<file path="src/rtl/instr_fetch_unit.sv">
// Instruction fetch: owns the PC, waits RD_WAIT cycles for the async imem read,
// then presents the word to decode with valid/ready; supports redirect and sticky halt.
module instr_fetch_unit #(
  parameter logic [31:0] RESET_PC = 32'd0,
  parameter int unsigned PC_STEP  = 4,
  parameter int unsigned RD_WAIT  = 2,
  parameter int unsigned CNT_W    = 16
) (
  input  logic             clk,
  input  logic             rst_n,
  output logic [31:0]      imem_addr,
  input  logic [31:0]      imem_instr,
  output logic [31:0]      instr_out,
  output logic [31:0]      instr_pc,
  output logic             instr_valid,
  input  logic             instr_ready,
  input  logic             br_taken,
  input  logic [31:0]      br_target,
  input  logic             halt,
  output logic             halted,
  output logic             misalign,
  output logic [CNT_W-1:0] fetch_count
);

  localparam logic [3:0]  WAIT_INIT = 4'(RD_WAIT - 1);
  localparam logic [31:0] STEP      = 32'(PC_STEP);

  typedef enum logic [1:0] {
    S_FETCH = 2'b00,
    S_VALID = 2'b01,
    S_HALT  = 2'b10,
    S_BAD   = 2'b11
  } state_t;

  state_t           state_q, state_d;
  logic [31:0]      pc_q, pc_d;
  logic [3:0]       wait_q, wait_d;
  logic [31:0]      instr_q, instr_d;
  logic [31:0]      ipc_q, ipc_d;
  logic             mis_q, mis_d;
  logic [CNT_W-1:0] cnt_q, cnt_d;
  logic             redirect;

  assign redirect = br_taken && !halt && (state_q == S_FETCH || state_q == S_VALID);

  always_comb begin
    state_d = state_q;
    pc_d    = pc_q;
    wait_d  = wait_q;
    instr_d = instr_q;
    ipc_d   = ipc_q;
    mis_d   = mis_q;
    cnt_d   = cnt_q;
    case (state_q)
      S_FETCH: begin
        if (halt) begin
          state_d = S_HALT;
        end else if (!br_taken) begin
          if (wait_q == 4'd0) begin
            instr_d = imem_instr;
            ipc_d   = pc_q;
            state_d = S_VALID;
          end else begin
            wait_d = wait_q - 4'd1;
          end
        end
      end
      S_VALID: begin
        if (halt) begin
          state_d = S_HALT;
        end else if (instr_ready) begin
          if (cnt_q != '1) cnt_d = cnt_q + CNT_W'(1);
          pc_d    = pc_q + STEP;
          wait_d  = WAIT_INIT;
          state_d = S_FETCH;
        end
      end
      S_HALT:  state_d = S_HALT;
      S_BAD:   state_d = S_HALT;
      default: state_d = S_HALT;
    endcase
    // A redirect overrides the sequential pc but keeps any handshake counted above.
    if (redirect) begin
      pc_d    = {br_target[31:2], 2'b00};
      wait_d  = WAIT_INIT;
      state_d = S_FETCH;
      mis_d   = mis_q | (br_target[1:0] != 2'b00);
    end
  end

  always_ff @(posedge clk or negedge rst_n) begin
    if (!rst_n) begin
      state_q <= S_FETCH;
      pc_q    <= RESET_PC;
      wait_q  <= WAIT_INIT;
      instr_q <= 32'd0;
      ipc_q   <= 32'd0;
      mis_q   <= 1'b0;
      cnt_q   <= '0;
    end else begin
      state_q <= state_d;
      pc_q    <= pc_d;
      wait_q  <= wait_d;
      instr_q <= instr_d;
      ipc_q   <= ipc_d;
      mis_q   <= mis_d;
      cnt_q   <= cnt_d;
    end
  end

  assign imem_addr   = pc_q;
  assign instr_out   = instr_q;
  assign instr_pc    = ipc_q;
  assign instr_valid = (state_q == S_VALID);
  assign halted      = (state_q == S_HALT) || (state_q == S_BAD);
  assign misalign    = mis_q;
  assign fetch_count = cnt_q;

endmodule

</file>
<file path="config.mk">
export PLATFORM = sky130hd
export DESIGN_NAME = instr_fetch_unit
export DESIGN_NICKNAME = d
export VERILOG_FILES = /design/src/rtl/instr_fetch_unit.sv
export SDC_FILE = /design/constraint.sdc
export NUM_CORES = 1
export LEC_CHECK = 0
export ABC_AREA = 1
export CORE_MARGIN = 2
export CORE_UTILIZATION = 43
export CTS_CLUSTER_DIAMETER = 50
export DETAILED_ROUTE_END_ITERATION = 7
export GPL_TIMING_DRIVEN = 0
export PLACE_DENSITY = 0.77
export SYNTH_ARGS = -nofsm -noshare
export SYNTH_HDL_FRONTEND = slang
export SYNTH_SLANG_ARGS = --single-unit
export TNS_END_PERCENT = 20
</file>
<file path="constraint.sdc">
create_clock -name clk -period 1.74 [get_ports clk]
set_input_delay 0.174 -clock clk [delete_from_list [all_inputs] [get_ports clk]]
set_output_delay 0.174 -clock clk [all_outputs]
set_load 0.01 [all_outputs]
</file>
==> run_results.csv, run 1 <==
group,metric,value,unit
setup_path,cp_max_fo,6,
logic_synthesis,yosys_warnings,0,
cts,cts-buffers-inserted,17,
logic_synthesis,synthCells,737,
logic_synthesis,ys_top_cells_by_area,"dfrtp_1 47%, nand2_1 14%, mux2_4 8.2%",
layout,utilization,65.5,%
cts,cts_root_buf,"clkbuf_16",
layout,drive_above_1_share,14.9,%
layout,nNetsFinal,1025,
pwr,p_per_area,882,nW/µm²
timing,timing.final.crit_share,99.4,%
cts,clock_sinks,115,
timing,setup_slack,0.0102,ns
setup_path,critical_path.slowest_cell,"dfstp_2",
pwr,finalPower,7.95,mW
detailed_routing,vias,5871,
placed_design,placement.setup.worst_slack,-0.292,ns
detailed_routing,viasPerCell,5.13,
logic_synthesis,synth_most_common_cell,"nand2_1",
timing,fin_crit,1.73,ns
pwr,vdd_drop_max,633,µV
setup_path,worstPathArrival,2.03,ns
detailed_routing,drt_iter0_drc,447,
timing,finalClockSkew,0.0145,ns
setup_path,required,2.04,ns
setup_path,critPathMaxStageDelay,0.56,ns
flow_run,cap_violations,0,
logic_synthesis,ys_seq_elements,115,
detailed_routing,ant_nets,0,
logic_synthesis,synth_top_area_share,47.3,%
cts,cts_htree_levels,4,
logic_synthesis,synth_edf_count,0,
timing,setup_tns,0,ns
grt,grt_pass1_vias,5365,
layout,syn_to_final_growth,49.5,%
setup_path,crit_chain,"inv_4 > ha_4 > nand2_4 > nor2_4 > nand3_4 > buf_6 > buf_4 > mux2_2",
grt,grt_start_max_net_pins,84,
setup_path,ff2ff_path_depth,8,
setup_path,worstSetupPathType,"reg -> reg",
pwr,leakage,4.29,nW
placed_design,finalWeightedCongestion,0.918,
placed_design,io_buffers,179,
timing,setup_viol,0,
layout,regArea,2880,µm²
timing,hold_viol,0,
cts,cts_tree,"done",
setup_path,endpoint_kind,"flop",
timing,timing.hold.ws,0.208,ns
timing,final_max_slew_viol_count,0,
layout,fin_area,9020,µm²
detailed_routing,dr.pass1.iters,5,
die,core_area,13800,µm²
cts,clk_pin_slew_worst_paths,0.06,ns
detailed_routing,wl_per_cell,15.8,µm
die,start_util,43.8,%
placed_design,dp_hpwl,13200,µm
timing,worstMarginPinSlew,0.583,ns
die,dieArea,15000,µm²
die,row_count,43,
timing,max_freq,578,MHz
timing,slew_headroom,61.1,%
logic_synthesis,syn_area,6030,µm²
logic_synthesis,yosys-top-cells-count,"228 x nand2_1, 114 x dfrtp_1, 88 x nor2_1, 61 x inv_1, 48 x o21ai_0",
die,num_io_pins,184,
logic_synthesis,ys.flop_type,"dfrtp_1",
layout,diodes,0,
logic_synthesis,postSynthAreaPerCell,8.19,µm²
detailed_routing,drt-total-wl,18100,µm
layout,finalNonFillerCells,1145,
logic_synthesis,synth_area_leader_cell,"dfrtp_1",
outcome,outcome,"finished, final reports clean",
grt,grt_antenna_before_repair,0,
setup_path,startpoint_type,"flop",
detailed_routing,remaining_drc_errors,0,
grt,grt_pass1_wl,27700,µm
grt,track_usage,24.3,%
layout,n_fill_cell,1177,
cts,worstSkewPairLatency,0.42,ns
logic_synthesis,synth_cell_type_count,35,
logic_synthesis,synthArstFlopShare,100,%
die,die_w,122,µm
die,die_h,122,µm
placed_design,placed_area,8090,µm²
timing,rsz0062_at_grt,"true",
logic_synthesis,synth.yosys.seq_area_share,47.7,%
grt,grt-ovfl-total,0,
placed_design,dp.cells,1100,
layout,multi_input_area,2900,µm²
cts,cts_buffer_depth,2,
min_path,hold_class,"in -> async",
## worst max-delay path: cells and delay by family (launching register included)
| family | cells | cell delay (ns) |
|---|---|---|
| buf+inv | 3 | 0.32 |
| mux | 1 | 0.31 |
| flops | 1 | 0.56 |
| fa+ha+maj | 1 | 0.16 |
| simple gates | 3 | 0.26 |
## cell families (layout without fill, tap and decap cells)
kind of cell	Yosys count	after routing	share of synthesized area (%)
simple gates	392	392	26.8
mux	34	34	8.40
flops	115	115	47.7
other cells	1	4	0.0622
buf+inv	91	316	6.68
compound gates	85	85	7.34
fa+ha+maj	4	4	0.830
xor+xnor	15	15	2.18
## placed cells by master (no fill, tap or decap), types with 4 or more instances in the layout
cell type and instances:
nand2_1 222, nor2_1 83, xor2_1 11, nor2_4 7
a21oi_1 11, nor3_1 8, o21ai_0 42, nand3_1 43
buf_4 18, buf_6 10, buf_2 5, mux2_4 33
clkinv_2 5, nor2_2 5, clkbuf_2 4, nand4_1 9
dfrtp_1 111, nand2_2 6, inv_1 58, bufinv_16 4
conb_1 4, o22ai_1 7, clkdlybuf4s50_1 176, xnor2_1 4
clkbuf_16 17, o21ai_1 18
## where the power goes
| group | leakage [nW] | internal (mW) | switching [mW] |
|---|---|---|---|
| Clock | 0.314 | 2.50 | 1.20 |
| Combinational | 2.50 | 0.645 | 0.553 |
| Sequential | 1.48 | 2.86 | 0.192 |
## path summary, 6_finish.rpt
| path | from | to | slack [ns] |
|---|---|---|---|
| setup / recovery | wait_q[0] | instr_pc[3] | 0.01 |
| hold / removal | rst_n | wait_q[2] | 0.21 |
| setup reg to reg | wait_q[0] | instr_pc[3] | 0.01 |
| hold reg to reg | misalign | misalign | 0.48 |
| max in group asynchronous | rst_n | imem_addr[15] | 0.80 |
| min in group clk | br_target[0] | misalign | 0.35 |
## final cells by class
cell class,count,share of cell area (%)
sequential,115,32.0
clock inverter,10,1.71
multi-input combinational,534,32.2
buffer,29,2.41
clock buffer,22,5.26
timing repair buffer,193,21.3
inverter,62,2.66
tap,180,2.50
## metal layers
metal / vias to the layer above / GRT usage [%] / share of wire (%)
met3: 45 / 6.64 / 9.2
met4: 0 / 9.84 / 3.2
met1: 2745 / 31.4 / 42
li1: 2796 / - / -
met5: - / 0 / 0
met2: 285 / 38.7 / 45
## registers in the layout (all words and copies together), names as in the netlist
register     flops
misalign         1
wait_q           4
fetch_count     16
instr_pc        30
state_q          2
instr_out       32
imem_addr       30
## what timing repair did
| item | 4_1_cts | 5_1_grt |
|---|---|---|
| hold buffers | 1 | 0 |
| buffers inserted | 5 | 7 |
| setup endpoints to repair | 81 | 106 |
| pin swaps | 2 | 7 |
| resized for setup | 18 | 61 |
| hold endpoints to repair | 32 | 0 |
(Power assumes the default switching activity.)
==> run 2, diff against run 1 <==
--- a/config.mk
+++ b/config.mk
@@ -7,11 +7,11 @@
 export LEC_CHECK = 0
 export ABC_AREA = 1
 export CORE_MARGIN = 2
-export CORE_UTILIZATION = 43
+export CORE_UTILIZATION = 51
 export CTS_CLUSTER_DIAMETER = 50
 export DETAILED_ROUTE_END_ITERATION = 7
 export GPL_TIMING_DRIVEN = 0
-export PLACE_DENSITY = 0.77
+export PLACE_DENSITY = 0.86
 export SYNTH_ARGS = -nofsm -noshare
 export SYNTH_HDL_FRONTEND = slang
 export SYNTH_SLANG_ARGS = --single-unit
==> constraint.sdc (replaced) <==
create_clock -name clk -period 2.05 [get_ports clk]
set_input_delay 0.205 -clock clk [delete_from_list [all_inputs] [get_ports clk]]
set_output_delay 0.205 -clock clk [all_outputs]
set_load 0.01 [all_outputs]
==> run_results.csv, run 2 (synthesized netlist as in run 1, its figures left out) <==
group,metric,value,unit
placed_design,dp_hpwl,13100,µm
detailed_routing,drt_iter0_drc,430,
timing,slew_headroom,65.6,%
timing,rsz0062_at_grt,"false",
grt,grt_pass1_wl,28900,µm
timing,timing.final.crit_share,92.6,%
layout,regArea,2880,µm²
cts,cts-buffers-inserted,17,
detailed_routing,viasPerCell,5.24,
timing,final_max_slew_viol_count,0,
setup_path,startpoint_type,"flop",
timing,worstMarginPinSlew,0.516,ns
setup_path,rrSetupSlack,0.17,ns
pwr,p_per_area,790,nW/µm²
grt,grt_antenna_before_repair,0,
placed_design,dp.cells,1063,
detailed_routing,ant_nets,0,
die,core_area,11500,µm²
layout,drive_above_1_share,10.5,%
cts,worstSkewPairLatency,0.42,ns
setup_path,ff2ff_path_depth,8,
grt,grt_pass1_vias,5615,
flow_run,cap_violations,0,
grt,grt-ovfl-total,0,
layout,syn_to_final_growth,44.5,%
detailed_routing,vias,5746,
die,die_w,113,µm
layout,fin_area,8720,µm²
timing,max_freq,527,MHz
cts,cts_setup_buffers,0,
layout,finalNonFillerCells,1096,
die,row_count,39,
min_path,hold_class,"in -> async",
setup_path,cp-startpoint,"state_q[1]",
layout,n_fill_cell,836,
cts,cts_buffer_depth,2,
pwr,vdd_drop_max,743,µV
cts,cts_tree,"done",
placed_design,placed_area,8040,µm²
layout,diodes,0,
grt,grt_start_max_net_pins,78,
timing,hold_viol,0,
detailed_routing,wl_per_cell,16.2,µm
timing,finalClockSkew,0.00702,ns
layout,multi_input_area,2770,µm²
setup_path,worstSetupPathType,"reg -> out",
detailed_routing,remaining_drc_errors,0,
detailed_routing,dr.pass1.iters,5,
layout,largest_reg_flops,32,
setup_path,endpoint_kind,"output pin",
setup_path,crit-reg2reg-capture,"instr_pc[24]",
outcome,outcome,"finished, final reports clean",
timing,setup_viol,0,
detailed_routing,drt-total-wl,17700,µm
layout,final_common_cell,"nand2_1",
placed_design,io_buffers,179,
die,dieArea,12700,µm²
die,start_util,52.6,%
cts,cts_root_buf,"clkbuf_16",
layout,final_cell_mix,"228 x nand2_1, 178 x clkdlybuf4s50_1, 114 x dfrtp_1",
cts,clock_sinks,115,
grt,track_usage,28.7,%
pwr,leakage,4.20,nW
setup_path,required,1.85,ns
die,die_h,113,µm
timing,setup_tns,0,ns
placed_design,finalWeightedCongestion,0.946,
cts,cts_htree_levels,4,
setup_path,worstPathArrival,1.69,ns
cts,clk_pin_slew_worst_paths,0.05,ns
layout,nNetsFinal,1013,
timing,fin_crit,1.90,ns
setup_path,reg2reg_from,"wait_q[0]",
die,num_io_pins,184,
setup_path,cp_max_fo,6,
[run 2: changes by cell type in the layout (fill, tap and decap cells not counted), moves of 6 or more]
cell,before,now
o21ai_0,42,48
buf_6,10,4
nand2_1,222,228
clkbuf_1,3,10
buf_4,18,7
[run 2: layout make-up]
type	instances	share of cell area [%]
buffer	29	1.95
clock buffer	23	5.60
clock inverter	9	1.99
inverter	62	2.67
multi-input combinational	534	31.7
sequential	115	33.0
tap	143	2.05
timing repair buffer	181	21.0
[run 2: what timing repair did]
| item | in CTS | in global routing |
|---|---|---|
| endpoints found under the hold margin | 37 | 0 |
| resized for setup | 0 | 1 |
| hold buffers | 1 | 0 |
| endpoints found under the setup margin | 0 | 1 |
[run 2: metrics by stage]
stage | hold WS (ns) | setup slack (ns) | power, mW | util, %
4_1_cts | 0.270 | 0.144 | 6.90 | 76.0
5_1_grt | 0.299 | 0.0202 | 7.14 | 76.1
6_report | 0.269 | 0.153 | 6.89 | 76.1
2_1_floorplan | -0.0906 | 0.422 | 3.00 | -
3_3_place_gp | 0.461 | -3.65 | 3.56 | 69.9
3_5_place_dp | 0.140 | 0.0228 | 3.59 | 70.1
[run 2: critical path, cell delays in order (launching register included)]
cell             delay (ns)
dfrtp_1                0.43
inv_1                  0.07
nand2_1                0.15
inv_1                  0.10
clkdlybuf4s50_1        0.53
[run 2: power breakdown]
part | internal [mW] | switching [mW]
combinational | 0.530 | 0.451
sequential | 2.43 | 0.161
clock | 2.28 | 1.04
[run 2: how the worst max path moves through the flow]
stage,to,slack (ns),depth (start not counted)
2_1_floorplan,fetch_count[13],0.42,11
3_3_place_gp,instr_out[27],-3.65,1
3_5_place_dp,imem_addr[29],0.02,8
4_1_cts,instr_valid,0.14,4
5_1_grt,instr_pc[9],0.02,7
6_report,instr_valid,0.15,4
[run 2: metal layers]
metal  vias up  wire [µm]  GRT usage (%)
met3        41       1380           7.93
met5         -          0              0
li1       2768          -              -
met4         0        439           9.92
met1      2698       7560           37.1
met2       239       8350           47.0
